## config.mk

```make
export PLATFORM = sky130hd
export DESIGN_NAME = picomips_io_ctrl_flat
export DESIGN_NICKNAME = d
export VERILOG_FILES = /design/src/rtl/picomips_pkg.sv /design/src/rtl/picomips_io_ctrl_if.sv /design/src/rtl/picomips_io_ctrl_sw_debounce.sv /design/src/rtl/picomips_io_ctrl.sv /design/src/flat_wrapper.sv
export SDC_FILE = /design/constraint.sdc
export NUM_CORES = 1
export LEC_CHECK = 0
export CELL_PAD_IN_SITES_DETAIL_PLACEMENT = 1
export CELL_PAD_IN_SITES_GLOBAL_PLACEMENT = 1
export CORE_MARGIN = 2
export CORE_UTILIZATION = 44
export DETAILED_ROUTE_END_ITERATION = 16
export GPL_TIMING_DRIVEN = 0
export PLACE_DENSITY_LB_ADDON = 0.08
export SLEW_MARGIN = 20
export SYNTH_ARGS = -nofsm -noshare
export SYNTH_HDL_FRONTEND = slang
export SYNTH_SLANG_ARGS = --single-unit
export TNS_END_PERCENT = 20
```

## constraint.sdc

```tcl
create_clock -name clk -period 2.55 [get_ports clk]
set_input_delay 0.6375 -clock clk [delete_from_list [all_inputs] [get_ports clk]]
set_output_delay 0.6375 -clock clk [all_outputs]
set_load 0.1 [all_outputs]
```

## src/rtl/picomips_pkg.sv

```systemverilog
// Shared types and defaults for the picoMIPS run-control block.
// Holds the sequencer state encoding used by RTL and bench alike.
package picomips_pkg;

  localparam int DATA_W_DEF  = 8;
  localparam int TIMEOUT_DEF = 255;

  typedef enum logic [2:0] {
    IDLE  = 3'd0,
    LATCH = 3'd1,
    START = 3'd2,
    WAIT  = 3'd3,
    SHOW  = 3'd4
  } ctrl_state_t;

endpackage

```

## src/rtl/picomips_io_ctrl_if.sv

```systemverilog
// Start/done handshake between the run-control sequencer and the core.
// master = sequencer side, slave = core side.
interface picomips_io_ctrl_if #(
  parameter int DATA_W = 8
);

  logic              core_start;
  logic              core_done;
  logic [DATA_W-1:0] core_index;
  logic [DATA_W-1:0] core_result;

  modport master (
    output core_start,
    output core_index,
    input  core_done,
    input  core_result
  );

  modport slave (
    input  core_start,
    input  core_index,
    output core_done,
    output core_result
  );

endinterface

```

## src/rtl/picomips_io_ctrl_sw_debounce.sv

```systemverilog
// One-bit switch synchroniser and debouncer with rise detect.
// low_o flags a genuinely observed, settled low once the chain has filled.
module sw_debounce #(
  parameter int SYNC_STAGES     = 2,
  parameter int DEBOUNCE_CYCLES = 4
) (
  input  logic clk,
  input  logic reset,
  input  logic d_i,
  output logic level_o,
  output logic rise_o,
  output logic low_o
);

  localparam int CW = $clog2(DEBOUNCE_CYCLES + 1);

  logic [SYNC_STAGES-1:0] sync_q;
  logic [SYNC_STAGES-1:0] prime_q;
  logic                   level_q;
  logic                   level_d;
  logic                   prev_q;
  logic [CW-1:0]          cnt_q;
  logic [CW-1:0]          cnt_d;
  logic                   synced;

  assign synced = sync_q[SYNC_STAGES-1];

  always_ff @(posedge clk or negedge reset) begin
    if (!reset) begin
      sync_q  <= '0;
      prime_q <= '0;
      level_q <= 1'b0;
      prev_q  <= 1'b0;
      cnt_q   <= '0;
    end else begin
      sync_q  <= {sync_q[SYNC_STAGES-2:0], d_i};
      prime_q <= {prime_q[SYNC_STAGES-2:0], 1'b1};
      level_q <= level_d;
      prev_q  <= level_q;
      cnt_q   <= cnt_d;
    end
  end

  always_comb begin
    level_d = level_q;
    cnt_d   = '0;
    if (synced != level_q) begin
      if (cnt_q == CW'(DEBOUNCE_CYCLES - 1)) begin
        level_d = synced;
      end else begin
        cnt_d = cnt_q + 1'b1;
      end
    end
  end

  assign level_o = level_q;
  assign rise_o  = level_q & ~prev_q;
  // Reset-time zeros in the chain must not count as a seen low.
  assign low_o   = prime_q[SYNC_STAGES-1] & ~synced & ~level_q;

endmodule

```

## src/rtl/picomips_io_ctrl.sv

```systemverilog
// Run-control sequencer between board switches/LEDs and the picoMIPS core.
// Debounced go rise latches the index, pulses start, waits for done.
module picomips_io_ctrl
  import picomips_pkg::*;
#(
  parameter int DATA_W          = DATA_W_DEF,
  parameter int SYNC_STAGES     = 2,
  parameter int DEBOUNCE_CYCLES = 4,
  parameter int TIMEOUT_CYCLES  = TIMEOUT_DEF
) (
  input  logic              clk,
  input  logic              reset,
  input  logic [DATA_W:0]   sw_in,
  picomips_io_ctrl_if.master core,
  output logic [DATA_W-1:0] LED,
  output logic              timeout_err,
  output logic [2:0]        state_o
);

  localparam int TW = $clog2(TIMEOUT_CYCLES + 1);

  ctrl_state_t       state_q;
  ctrl_state_t       state_d;
  logic              armed_q;
  logic              armed_d;
  logic [TW-1:0]     cnt_q;
  logic [TW-1:0]     cnt_d;
  logic [DATA_W-1:0] index_q;
  logic [DATA_W-1:0] index_d;
  logic [DATA_W-1:0] led_q;
  logic [DATA_W-1:0] led_d;
  logic              tmo_q;
  logic              tmo_d;

  logic [DATA_W-1:0] idx_sync_q [SYNC_STAGES];
  logic              go_level;
  logic              go_rise;
  logic              go_low;

  sw_debounce #(
    .SYNC_STAGES     (SYNC_STAGES),
    .DEBOUNCE_CYCLES (DEBOUNCE_CYCLES)
  ) u_go (
    .clk     (clk),
    .reset   (reset),
    .d_i     (sw_in[DATA_W]),
    .level_o (go_level),
    .rise_o  (go_rise),
    .low_o   (go_low)
  );

  // Index bits are only sampled in LATCH, so no debounce needed.
  always_ff @(posedge clk or negedge reset) begin
    if (!reset) begin
      for (int i = 0; i < SYNC_STAGES; i++) begin
        idx_sync_q[i] <= '0;
      end
    end else begin
      idx_sync_q[0] <= sw_in[DATA_W-1:0];
      for (int i = 1; i < SYNC_STAGES; i++) begin
        idx_sync_q[i] <= idx_sync_q[i-1];
      end
    end
  end

  always_ff @(posedge clk or negedge reset) begin
    if (!reset) begin
      state_q <= IDLE;
      armed_q <= 1'b0;
      cnt_q   <= '0;
      index_q <= '0;
      led_q   <= '0;
      tmo_q   <= 1'b0;
    end else begin
      state_q <= state_d;
      armed_q <= armed_d;
      cnt_q   <= cnt_d;
      index_q <= index_d;
      led_q   <= led_d;
      tmo_q   <= tmo_d;
    end
  end

  always_comb begin
    state_d = state_q;
    armed_d = armed_q;
    cnt_d   = cnt_q;
    index_d = index_q;
    led_d   = led_q;
    tmo_d   = tmo_q;
    unique case (state_q)
      IDLE: begin
        if (go_low) begin
          armed_d = 1'b1;
        end
        if (go_rise && armed_q) begin
          armed_d = 1'b0;
          state_d = LATCH;
        end
      end
      LATCH: begin
        index_d = idx_sync_q[SYNC_STAGES-1];
        tmo_d   = 1'b0;
        cnt_d   = '0;
        state_d = START;
      end
      START: begin
        state_d = WAIT;
      end
      WAIT: begin
        // done takes priority over a coincident timeout
        if (core.core_done) begin
          led_d   = core.core_result;
          state_d = SHOW;
        end else if (cnt_q == TW'(TIMEOUT_CYCLES - 1)) begin
          tmo_d   = 1'b1;
          state_d = SHOW;
        end else begin
          cnt_d = cnt_q + 1'b1;
        end
      end
      SHOW: begin
        if (!go_level) begin
          armed_d = 1'b0;
          state_d = IDLE;
        end
      end
      default: begin
        state_d = IDLE;
      end
    endcase
  end

  assign core.core_start = (state_q == START);
  assign core.core_index = index_q;
  assign LED             = led_q;
  assign timeout_err     = tmo_q;
  assign state_o         = state_q;

endmodule

```

## src/flat_wrapper.sv

```systemverilog
// flat-port wrapper written by rule: the top's interface ports become plain ports
module picomips_io_ctrl_flat import picomips_pkg::*;
#(
  parameter int DATA_W          = DATA_W_DEF,
  parameter int SYNC_STAGES     = 2,
  parameter int DEBOUNCE_CYCLES = 4,
  parameter int TIMEOUT_CYCLES  = TIMEOUT_DEF
)
  (clk, reset, sw_in, LED, timeout_err, state_o, core_core_start, core_core_index, core_core_done, core_core_result);
  picomips_io_ctrl_if #(.DATA_W(DATA_W)) core_i ();
  input  logic clk;
  input  logic reset;
  input  logic [DATA_W:0] sw_in;
  output logic [DATA_W-1:0] LED;
  output logic timeout_err;
  output logic [2:0] state_o;
  output wire logic [$bits(core_i.core_start)-1:0] core_core_start;
  output wire logic [$bits(core_i.core_index)-1:0] core_core_index;
  input wire logic [$bits(core_i.core_done)-1:0] core_core_done;
  input wire logic [$bits(core_i.core_result)-1:0] core_core_result;
  assign core_core_start = core_i.core_start;
  assign core_core_index = core_i.core_index;
  assign core_i.core_done = core_core_done;
  assign core_i.core_result = core_core_result;
  picomips_io_ctrl #(.DATA_W(DATA_W), .SYNC_STAGES(SYNC_STAGES), .DEBOUNCE_CYCLES(DEBOUNCE_CYCLES), .TIMEOUT_CYCLES(TIMEOUT_CYCLES)) u_core (.clk(clk), .reset(reset), .sw_in(sw_in), .core(core_i), .LED(LED), .timeout_err(timeout_err), .state_o(state_o));
endmodule
```

==> results.toml <==
[outcome]
run_status = "finished, final reports clean"

[global_routing]
grt.overflow.total = 0
grt_pass1_vias = 1453
grt.total_usage_pct = 16.96
grt_max_degree = 55
grt_pass1_wl_mm = 6.693
grt_antenna_before_repair = 0

[synth]
syn_nets = 169
synth_top_cells_by_area = "dfrtp_1, mux2_2, o21ai_0"
yosys.area.top_type = "dfrtp_1"
async_reset_ff_share_pct = 100.0
yosys_warnings = 0
ys_types = 37
syn_area_mm2 = 0.002044
synth_top_area_share_pct = 66.10
syn_inst = 146
ys_ff_latch = 54
synth_seq_area_share_pct = 66.10
yosysMostFrequentCell = "dfrtp_1"
avgSynthCellArea_um2 = 14.00
synth_edf_count = 0
ys.flop_type = "dfrtp_1"
synth_common_cells = "dfrtp_1, mux2_2, o21ai_0"

[finish]
drive_gt1_share_pct = 19.07
utilization_pct = 59.44
fillers = 432
insertedDiodeCount = 0
regArea_mm2 = 0.001353
multiInputGateArea_um2 = 673.1
syn2layout_area_growth_pct = 28.34
nets = 216

[sta]
setup_viol = 0
rsz0062_at_grt = "no"
fin_ws_ns = 0.08212
clock_skew_ns = 0.01216
worst_hold_slack_ns = 0.3383
max_slew_margin_pct = 33.74
hold_viol_final = 0
fin_setup_tns_ns = 0
fin_crit_ns = 2.468
finalCritPeriodShare_pct = 96.78
max_slew.worst_pin.slew_ns = 0.9908
max_clock_freq_mhz = 405.2
final_max_slew_viol_count = 0

[placed_design]
place.detailed.hpwl_mm = 2.808
post-place-ws_ns = 0.01230
portBuffers = 40
place.gp.congestion = 0.8358

[floorplan]
io_pins = 41
fp-row-count = 24
fp.dieW_um = 72.17
dieHeight_um = 72.17
dieArea_mm2 = 0.005208
initial_utilization_pct = 46.32
coreArea_mm2 = 0.004414

[routing]
post_drt_wl_per_cell_um = 16.14
ant_nets = 0
drc = 0
finalWirelength_mm = 3.970
drtIter0Drc = 55
dr_total_vias = 1331
drt_pass1_iterations = 4
drt-vias-per-instance = 5.411

[cts]
clk_latency_ns = 0.31
cts_max_path_buffers = 2
postCtsSetupRepairBufs = 0
clkTransAtPathRegs_ns = 0.10
cts_tree = "built"
h-tree-depth = 2
cts-hold-fix-buffers = 0
numCtsBuffers = 5
clock-sinks = 54
cts_root_buf = "clkbuf_8"

[setup_path]
worst-path-buf-inv = 1
end_kind = "output pin"
crit_path_start_kind = "flip-flop"
path_cells = "clkdlybuf4s50_1"
path_class = "reg2out"
crit_family = "buffers and inverters"
crit_fanout = 2
max_stage_delay_ns = 1.14
worstPathRequired_ns = 1.91
cp_slowest_cell = "clkdlybuf4s50_1"
cp.arrival_ns = 1.83

[run]
maxCapViolCount = 0

[worst_hold_path]
hold_class = "in2async"
## layer usage
layer  global-route usage, %  share of wire, %  vias to the layer above
li1                        -                 -                      611
met1                   20.32                42                      682
met2                   28.75                51                       33
met3                   4.028               4.3                        5
met4                   8.176               2.2                        0
met5                       0                 0                        -
## logic make-up after synthesis
family	synth area share, %
muxes	9.853
xor gates and xnor gates	0.4285
adders and majority gates	1.836
buffers and inverters	1.529
and+or+nand+nor	13.53
DFF	66.10
AOI/OAI and AO/OA	6.548
other	0.1834
## per-stage QoR
step                      cell area, um^2  std cells
after floorplan                      2057        146
after global placement               2522        238
after detailed placement             2520        238
after CTS                            2624        246
after global routing                 2624        246
final                                2624        246
## cell usage in the layout, fill, tap and decap left out, drive strengths merged, types with 2 or more instances in the layout
cell,synthesis,final
dfrtp,54,54
clkdlybuf4s50,0,36
mux2,17,17
o21ai,9,9
clkbuf,0,7
nand3,7,7
nand2,6,6
nor2,6,6
nand3b,5,5
a21oi,4,4
buf,3,4
nand4,3,3
ha,3,3
nor3b,3,3
nand2b,2,2
and2b,2,2
a21o,2,2
o31ai,2,2
or4,2,2
dlygate4sd2,0,2
## registers in the layout (all words and copies together), names as in the netlist
signal and flops:
u_core.idx_sync_q 16, u_core.u_go.cnt_q 3, u_core.cnt_q 8, u_core.armed_q 1, u_core.state_o 3, u_core.timeout_err 1
u_core.u_go.sync_q 2, u_core.u_go.prime_q 2, u_core.LED 8, u_core.u_go.prev_q 1, u_core.core.core_index 8, u_core.u_go.level_o 1
## worst register-to-register path, stage by stage, from the launching register on
cell and delay, ns:
dfrtp_1 0.44, inv_1 0.08, ha_1 0.16, nand3_1 0.10, o21ai_1 0.41, o21ai_0 0.19, a21o_1 0.21
## final timing paths
path	startpoint	endpoint	slack, ns	cells after the start
worst max-delay path	u_core.core.core_index[6]$_DFFE_PN0P_	core_core_index[6]	0.08	1
worst min-delay path	reset	u_core.cnt_q[3]$_DFFE_PN0P_	0.34	1
worst max register to register	u_core.cnt_q[0]$_DFFE_PN0P_	u_core.state_o[1]$_DFFE_PN0P_	0.85	6
worst min register to register	u_core.idx_sync_q[8]$_DFF_PN0_	u_core.idx_sync_q[0]$_DFF_PN0_	0.36	0
max in group asynchronous	reset	u_core.state_o[1]$_DFFE_PN0P_	1.72	1
min in group clk	u_core.idx_sync_q[8]$_DFF_PN0_	u_core.idx_sync_q[0]$_DFF_PN0_	0.36	0
## timing repair
item,4_1_cts,5_1_grt
endpoints found under the setup margin,3,0
resized for setup,5,0
hold endpoints to repair,0,0
## layout make-up
type	instances	area share, %
timing repair buffer	40	15.12
clock inverter	1	0.3338
clock buffer	7	3.672
tap	52	2.480
buffer	3	1.049
multi-input combinational	88	25.66
sequential	54	51.55
inverter	1	0.1431
Power is left out: the tool's default activity adds up to more than one toggle a clock period on the data nets, which glitch-free logic cannot reach.
